--- src/rtl/vga_pkg.sv ---
// Shared widths, pixel-word layout, control-port offsets and FSM states for
// the rectangle-fill initiator.
package vga_pkg;

  localparam int X_W        = 8;
  localparam int Y_W        = 7;
  localparam int CNT_W      = 15;
  localparam int Y_LSB      = 24;
  localparam int X_LSB      = 16;
  localparam int BRIGHT_LSB = 0;

  localparam logic [3:0] CORNER_A = 4'd0;
  localparam logic [3:0] CORNER_B = 4'd1;
  localparam logic [3:0] COLOUR   = 4'd2;
  localparam logic [3:0] CTRL     = 4'd3;

  typedef enum logic [1:0] {
    IDLE  = 2'd0,
    SETUP = 2'd1,
    EMIT  = 2'd2
  } state_e;

  // Places a coordinate pair in the shared y/x word layout (corner registers and pixel words).
  function automatic logic [31:0] coord_word(input logic [Y_W-1:0] y, input logic [X_W-1:0] x);
    coord_word = 32'd0;
    coord_word[Y_LSB +: Y_W] = y;
    coord_word[X_LSB +: X_W] = x;
  endfunction

endpackage

--- src/rtl/rect_scan.sv ---
// Raster-order x/y counter over a rectangle: load to the top-left corner,
// step one pixel at a time, flag the bottom-right pixel.
module rect_scan
  import vga_pkg::*;
(
  input  logic           clk,
  input  logic           reset,
  input  logic           load,
  input  logic           step,
  input  logic [X_W-1:0] xmin,
  input  logic [X_W-1:0] xmax,
  input  logic [Y_W-1:0] ymin,
  input  logic [Y_W-1:0] ymax,
  output logic [X_W-1:0] x,
  output logic [Y_W-1:0] y,
  output logic           last
);

  logic [X_W-1:0] x_q, x_d;
  logic [Y_W-1:0] y_q, y_d;

  always_comb begin
    x_d = x_q;
    y_d = y_q;
    if (load) begin
      x_d = xmin;
      y_d = ymin;
    end else if (step) begin
      if (x_q == xmax) begin
        x_d = xmin;
        y_d = y_q + Y_W'(1);
      end else begin
        x_d = x_q + X_W'(1);
        y_d = y_q;
      end
    end else begin
      x_d = x_q;
      y_d = y_q;
    end
  end

  always_ff @(posedge clk or posedge reset) begin
    if (reset) begin
      x_q <= '0;
      y_q <= '0;
    end else begin
      x_q <= x_d;
      y_q <= y_d;
    end
  end

  assign x    = x_q;
  assign y    = y_q;
  assign last = (x_q == xmax) && (y_q == ymax);

endmodule

--- src/rtl/vga_rect_fill.sv ---
// Avalon-MM rectangle filler: control registers, fill FSM and the pixel-port
// initiator that streams one write per clipped pixel in raster order.
module vga_rect_fill
  import vga_pkg::*;
#(
  parameter int SCREEN_W = 160,
  parameter int SCREEN_H = 120
) (
  input  logic        clk,
  input  logic        reset,
  input  logic [3:0]  address,
  input  logic        read,
  output logic [31:0] readdata,
  input  logic        write,
  input  logic [31:0] writedata,
  output logic [3:0]  m_address,
  output logic        m_write,
  output logic [31:0] m_writedata,
  input  logic        m_waitrequest
);

  localparam logic [X_W-1:0] X_LAST = X_W'(SCREEN_W - 1);
  localparam logic [Y_W-1:0] Y_LAST = Y_W'(SCREEN_H - 1);

  state_e           state_q, state_d;
  logic [X_W-1:0]   ax_q, ax_d, bx_q, bx_d;
  logic [Y_W-1:0]   ay_q, ay_d, by_q, by_d;
  logic [7:0]       bright_q, bright_d;
  logic             busy_q, busy_d, done_q, done_d, m_write_q, m_write_d;
  logic [CNT_W-1:0] count_q, count_d;

  logic [X_W-1:0] xlo, xhi_raw, xhi, scan_x;
  logic [Y_W-1:0] ylo, yhi_raw, yhi, scan_y;
  logic           empty, scan_load, scan_step, scan_last, wr_ok, start_s;
  logic           unused_wdata;

  // Corners cannot change while busy, so the clipped bounds stay valid through EMIT.
  assign xlo     = (ax_q < bx_q) ? ax_q : bx_q;
  assign xhi_raw = (ax_q < bx_q) ? bx_q : ax_q;
  assign ylo     = (ay_q < by_q) ? ay_q : by_q;
  assign yhi_raw = (ay_q < by_q) ? by_q : ay_q;
  assign xhi     = (xhi_raw > X_LAST) ? X_LAST : xhi_raw;
  assign yhi     = (yhi_raw > Y_LAST) ? Y_LAST : yhi_raw;
  assign empty   = (xlo > xhi) || (ylo > yhi);

  assign wr_ok   = write && !busy_q;
  assign start_s = wr_ok && (address == CTRL) && writedata[0];
  assign unused_wdata = &{1'b0, writedata[31], writedata[15:8]};

  rect_scan u_scan (
    .clk   (clk),
    .reset (reset),
    .load  (scan_load),
    .step  (scan_step),
    .xmin  (xlo),
    .xmax  (xhi),
    .ymin  (ylo),
    .ymax  (yhi),
    .x     (scan_x),
    .y     (scan_y),
    .last  (scan_last)
  );

  always_comb begin
    state_d   = state_q;
    ax_d      = ax_q;
    ay_d      = ay_q;
    bx_d      = bx_q;
    by_d      = by_q;
    bright_d  = bright_q;
    busy_d    = busy_q;
    done_d    = done_q;
    count_d   = count_q;
    m_write_d = m_write_q;
    scan_load = 1'b0;
    scan_step = 1'b0;

    if (wr_ok) begin
      case (address)
        CORNER_A: begin
          ay_d = writedata[Y_LSB +: Y_W];
          ax_d = writedata[X_LSB +: X_W];
        end
        CORNER_B: begin
          by_d = writedata[Y_LSB +: Y_W];
          bx_d = writedata[X_LSB +: X_W];
        end
        COLOUR:  bright_d = writedata[BRIGHT_LSB +: 8];
        default: ;
      endcase
    end else begin
      bright_d = bright_q;
    end

    case (state_q)
      IDLE: begin
        // busy still set in IDLE only on the empty-rectangle path: finish it here.
        if (busy_q) begin
          busy_d = 1'b0;
          done_d = 1'b1;
        end else if (start_s) begin
          busy_d  = 1'b1;
          done_d  = 1'b0;
          count_d = '0;
          state_d = SETUP;
        end else begin
          state_d = IDLE;
        end
      end
      SETUP: begin
        if (empty) begin
          state_d = IDLE;
        end else begin
          scan_load = 1'b1;
          m_write_d = 1'b1;
          state_d   = EMIT;
        end
      end
      EMIT: begin
        if (!m_waitrequest) begin
          count_d   = count_q + CNT_W'(1);
          scan_step = 1'b1;
          if (scan_last) begin
            m_write_d = 1'b0;
            busy_d    = 1'b0;
            done_d    = 1'b1;
            state_d   = IDLE;
          end else begin
            state_d = EMIT;
          end
        end else begin
          state_d = EMIT;
        end
      end
      default: begin
        state_d   = IDLE;
        busy_d    = 1'b0;
        m_write_d = 1'b0;
      end
    endcase
  end

  always_ff @(posedge clk or posedge reset) begin
    if (reset) begin
      state_q   <= IDLE;
      ax_q      <= '0;
      ay_q      <= '0;
      bx_q      <= '0;
      by_q      <= '0;
      bright_q  <= 8'd0;
      busy_q    <= 1'b0;
      done_q    <= 1'b0;
      count_q   <= '0;
      m_write_q <= 1'b0;
    end else begin
      state_q   <= state_d;
      ax_q      <= ax_d;
      ay_q      <= ay_d;
      bx_q      <= bx_d;
      by_q      <= by_d;
      bright_q  <= bright_d;
      busy_q    <= busy_d;
      done_q    <= done_d;
      count_q   <= count_d;
      m_write_q <= m_write_d;
    end
  end

  assign m_address   = 4'd0;
  assign m_write     = m_write_q;
  assign m_writedata = coord_word(scan_y, scan_x) | {24'd0, bright_q};

  always_comb begin
    readdata = 32'd0;
    if (read) begin
      case (address)
        CORNER_A: readdata = coord_word(ay_q, ax_q);
        CORNER_B: readdata = coord_word(by_q, bx_q);
        COLOUR:   readdata = {24'd0, bright_q};
        CTRL:     readdata = {1'b0, count_q, 14'd0, done_q, busy_q};
        default:  readdata = 32'd0;
      endcase
    end else begin
      readdata = 32'd0;
    end
  end

endmodule

--- config.mk ---
export PLATFORM = sky130hd
export DESIGN_NAME = vga_rect_fill
export DESIGN_NICKNAME = d
export VERILOG_FILES = /design/src/rtl/vga_pkg.sv /design/src/rtl/rect_scan.sv /design/src/rtl/vga_rect_fill.sv
export SDC_FILE = /design/constraint.sdc
export NUM_CORES = 1
export LEC_CHECK = 0
export BUFFER_PORTS_ARGS = -buffer_cell sky130_fd_sc_hd__buf_2
export CORE_UTILIZATION = 40
export DETAILED_ROUTE_END_ITERATION = 10
export PLACE_DENSITY = 0.62
export SLEW_MARGIN = 20
export SYNTH_ARGS = -nofsm -noshare
export SYNTH_HDL_FRONTEND = slang
export SYNTH_SLANG_ARGS = --single-unit
--- constraint.sdc ---
create_clock -name clk -period 12.98 [get_ports clk]
set_input_delay 1.947 -clock clk [delete_from_list [all_inputs] [get_ports clk]]
set_output_delay 1.947 -clock clk [all_outputs]
set_load 0.02 [all_outputs]
# Word level (Yosys, flattened, before mapping)
# Index checks and enable logic that the tools add are counted.
# word_totals
ff_bits	73
output_inout_bits	69
elab_cells	96
# classes
add_sub_neg	3
n_lt_le_gt_ge	6
n_eq_ne	13
mux	40
bitwise	3
reduce_logical	19
# op_table
op	count
$pmux W31 S4	1
$mux W8	6
$mux W15	3
$mux W7	6
$mux W32	1
$or A31 B8 Y31	1
$pmux W15 S2	1
$add A15 B1 Y15 const B	1
$mux W1	14
$reduce_and A4 Y1	3
$ne A2 B2 Y1 const B	5
$add A8 B1 Y8 const B	1
$eq A4 B2 Y1 const B	2
$eq A8 B8 Y1	1
$gt A8 B8 Y1	1
$gt A8 B8 Y1 const B	1
$lt A8 B8 Y1	1
$mux W2	4
$reduce_and A2 Y1	4
$add A7 B1 Y7 const B	1
$eq A7 B7 Y1	1
$gt A7 B7 Y1	1
$gt A7 B7 Y1 const B	1
$lt A7 B7 Y1	1
other kinds (15)	22

# Longest topological paths before layout
# logic_depth
ltp_word	10
depth_mapped	21
mapped_depth_nobuf	18

# Hierarchy
# Synthesis repeated with hierarchy kept, for this count alone.
# hier_totals
cells_unflattened	544
area_unflattened_um2	5460.2
# by_module_without_submodules
module	instances	cells_each	area_per_inst_um2	seq_area_each_um2
vga_rect_fill	1	417	4261.6	1451.4
rect_scan	1	127	1198.6	375.4

# Least setup slack after synthesis
# No wires, ideal clock.
# synth_timing
path_type	input-to-output
startpoint	input address[0]
endpoint	output readdata[23]
arrival_time_ps	3387
required_time_ps	11033
path_slack_ps	7646
path_stages	6
path_buffers	2
path_cell_list	buf_1 -> clkbuf_1 -> mux2i_1 -> nor2_1 -> a21oi_1 -> nor2_1
# synth_between
elab_chain_len	3
# synth_rtl
item	line_no	source
from (decl)	vga_rect_fill.sv:11	input logic [3:0] address,
$eq A4 B2 Y1, or another cell as far along	vga_rect_fill.sv:176	case (address)
$pmux W31 S4 *	vga_rect_fill.sv:176	
$mux W32 *	vga_rect_fill.sv:175	if (read) begin
to (decl)	vga_rect_fill.sv:13	output logic [31:0] readdata,
# Every way passes the cells marked *; elsewhere a longest branch is shown, timed or not.

# Worst setup path after layout
# layout_timing
startpoint	input address[0]
endpoint	output readdata[16]
# Same word-level chain as after synthesis.

==> qor.csv <==
stage,metric,value,unit
run_status,outcome,"complete, no violations",
die,DIE WIDTH,119.6,um
setup_path,worst endpoint data arrival time,3.53,ns
logic_synthesis,Mapped Area,5528,um^2
logic_synthesis,Main synth FF type,dfrtp_1,
sta,Final Max Tran Viols,0,
logic_synthesis,Syn Area/Cell,8.887,um^2
clock_network,clock sinks,73,
logic_synthesis,register area share after synthesis,0.3305,
finish,Final Core Density,0.4724,
clock_network,clock transition at the registers of the reported paths,0.06,ns
logic_synthesis,library cells used by synthesis,67,
finish,synthesis-to-layout area growth,14.08,%
setup_path,Worst EP required,11.03,ns
clock_network,Clock Tree Buf Depth,2,
placed_design,dpl cells,852,
detailed_routing,ANT nets after route,0,
detailed_routing,wire per inst,16.53,um
clock_network,total CTS buffers,9,
clock_network,setup bufs post-CTS,0,
sta,f_max,182.6,MHz
die,die area,14290,um^2
sta,worst slew pin tran,0.9464,ns
power,Peak VDD IR,0.00007326,V
flow_run,max-capacitance violation count,0,
clock_network,CTS H-tree depth,3,
setup_path,flop-to-flop setup slack,8.26,ns
placed_design,dpl cell area,5976,um^2
global_route,initial antenna violation count,0,
sta,final worst slack,7.504,ns
detailed_routing,Initial DRC Count,309,
detailed_routing,first-pass detailed-route iteration total,4,
finish,Sequential Area,1827,um^2
clock_network,root buf cell,clkbuf_16,
logic_synthesis,most frequent cell after synthesis,nor2_1,
logic_synthesis,Yosys reg bits,73,
power,power density over the cells,113.4,nW/um^2
finish,share of layout cells above drive strength 1,0.2254,
die,# IOs,110,
global_route,total grt overflow,0,
detailed_routing,Routed WL,14350,um
die,Core Box Area,13350,um^2
power,Tot Pwr,0.7154,mW
sta,final worst path period need,5.476,ns
finish,fill cell count,1328,
setup_path,Crit Path Class,input port to output port,
sta,# setup viols final,0,
die,Die Ht,119.6,um
logic_synthesis,Synth top area share,0.3305,
min_path,HP Class,flop to flop,
sta,Rel. slew slack,0.3690,
global_route,gr usage total,0.2107,
placed_design,IO Port Bufs,78,
sta,Sum Neg Setup Slack,0,ns
global_route,largest net degree at the start of global routing,74,
sta,Final Hold Viols,0,
sta,fin crit share,0.4219,
clock_network,clock latency on the worst-skew pair,0.35,ns
placed_design,detailed-placement wirelength estimate,10720,um
detailed_routing,routed via count,4848,
placed_design,GPL Wtd Cong,0.8584,
sta,RSZ-0062 raised after global routing,false,
sta,Fin Clk Skew,0.007916,ns
logic_synthesis,synth cell count leaders,"82 x nor2_1, 73 x dfrtp_1, 43 x mux2_2",
finish,antenna fix cells,0,
sta,worst hold margin,0.5217,ns
setup_path,Setup crit end kind,output port,
finish,fin cells,868,
power,leakage,2.935,nW
logic_synthesis,Area contributors post-synth,"dfrtp_1 33%, mux2_2 8.8%, ha_1 7.0%",
clock_network,Post-CTS Hold Fix Bufs,0,
logic_synthesis,Mapped Cells,622,
global_route,vias in the first global route,4839,
logic_synthesis,post-synth top area cell,dfrtp_1,
die,row count,42,
placed_design,dpl ws,7.524,ns
global_route,first-pass GRT wire length,23710,um
detailed_routing,vias per inst,5.585,
finish,fin nets,759,
die,Initial Utilization,0.4141,
setup_path,crit path launch type,input port,
clock_network,CTS tree,yes,
detailed_routing,Residual DRC,0,
finish,cell area after layout,6306,um^2
clock_network,post-cts resize count,0,
setup_path,CP Max Fanout,23,
logic_synthesis,"EDFF count, synth",0,
logic_synthesis,Ys Warns,0,
logic_synthesis,Synth async-reset ratio,1.000,
finish,Multi-input gate area,3403,um^2
worst max-delay path, cell delays in order:
cell and delay, ns:
buf_2 0.53, and2_1 0.57, a21oi_1 0.17, nor2_1 0.11, buf_2 0.19
worst paths after layout:
kind / start / end / cells past startpoint
max: address[0] / readdata[16] / 5
min: bright_q[6] / bright_q[6] / 1
max reg2reg: by_q[5] / u_scan.x[0] / 17
min reg2reg: bright_q[6] / bright_q[6] / 1
max in group asynchronous: reset / ax_q[2] / 3
min in group asynchronous: reset / count_q[10] / 3
power breakdown:
part | internal, mW | total (mW) | leakage [nW] | switching, mW
logic | 0.0588 | 0.140 | 1.83 | 0.0815
registers | 0.250 | 0.293 | 0.946 | 0.0431
clock network | 0.179 | 0.282 | 0.163 | 0.102
total | 0.488 | 0.715 | 2.93 | 0.227
layer usage:
layer / up-vias / wire, um / global-route usage / part of all wire
li1: 2327 / - / - / -
met1: 2359 / 6411 / 0.2653 / 0.45
met2: 141 / 7017 / 0.3515 / 0.49
met3: 21 / 678 / 0.05228 / 0.047
met4: 0 / 240 / 0.07109 / 0.017
met5: - / 0 / 0 / 0
logic make-up (layout without fill, tap and decap cells):
group	count (synthesis)	in the layout	share of synthesized area
buf+inv	76	125	0.07040
simple gates	210	210	0.1820
fa+ha+maj	31	31	0.07017
xor+xnor	19	19	0.03010
other cells	1	22	0.0006784
mux	77	77	0.1514
compound gates	135	135	0.1648
flops	73	73	0.3305
registers in the layout, summed over array words and instances, names as in the netlist, 7 cells and up:
| name | cells |
|---|---|
| ax_q | 8 |
| u_scan.x | 8 |
| by_q | 7 |
| u_scan.y | 7 |
| count_q | 15 |
| bx_q | 8 |
| bright_q | 8 |
| ay_q | 7 |
cells in the final DEF (no fill, tap or decap), types with 3 or more instances in the layout:
cell type	instances
o21ai_0	34
nor3_1	6
xnor2_1	8
dfrtp_1	73
o22ai_1	3
inv_1	25
nand3_1	23
a21o_1	6
mux2_2	43
conb_1	22
buf_2	78
nor3b_1	4
o21a_1	8
or3_1	5
xor2_1	11
nor2b_1	6
a211oi_1	7
clkbuf_16	9
a311oi_1	4
nand4_1	9
a31oi_1	4
or2_2	3
nand2_1	38
nand2b_1	6
ha_1	31
and2_1	10
or4_1	3
buf_4	5
mux2i_1	33
a21oi_1	30
nor4_1	3
and3_1	4
nor2_1	82
a221oi_1	4
nor3_2	3
final cells by class:
class,count,area share
Clock inverter,4,0.01171
Inverter,26,0.01548
Timing Repair Buffer,83,0.06786
Clock buffer,12,0.04067
Sequential cell,73,0.2897
Tap cell,176,0.03492
Multi-Input combinational cell,494,0.5397
Note: power is estimated with default switching activity, not from simulation.
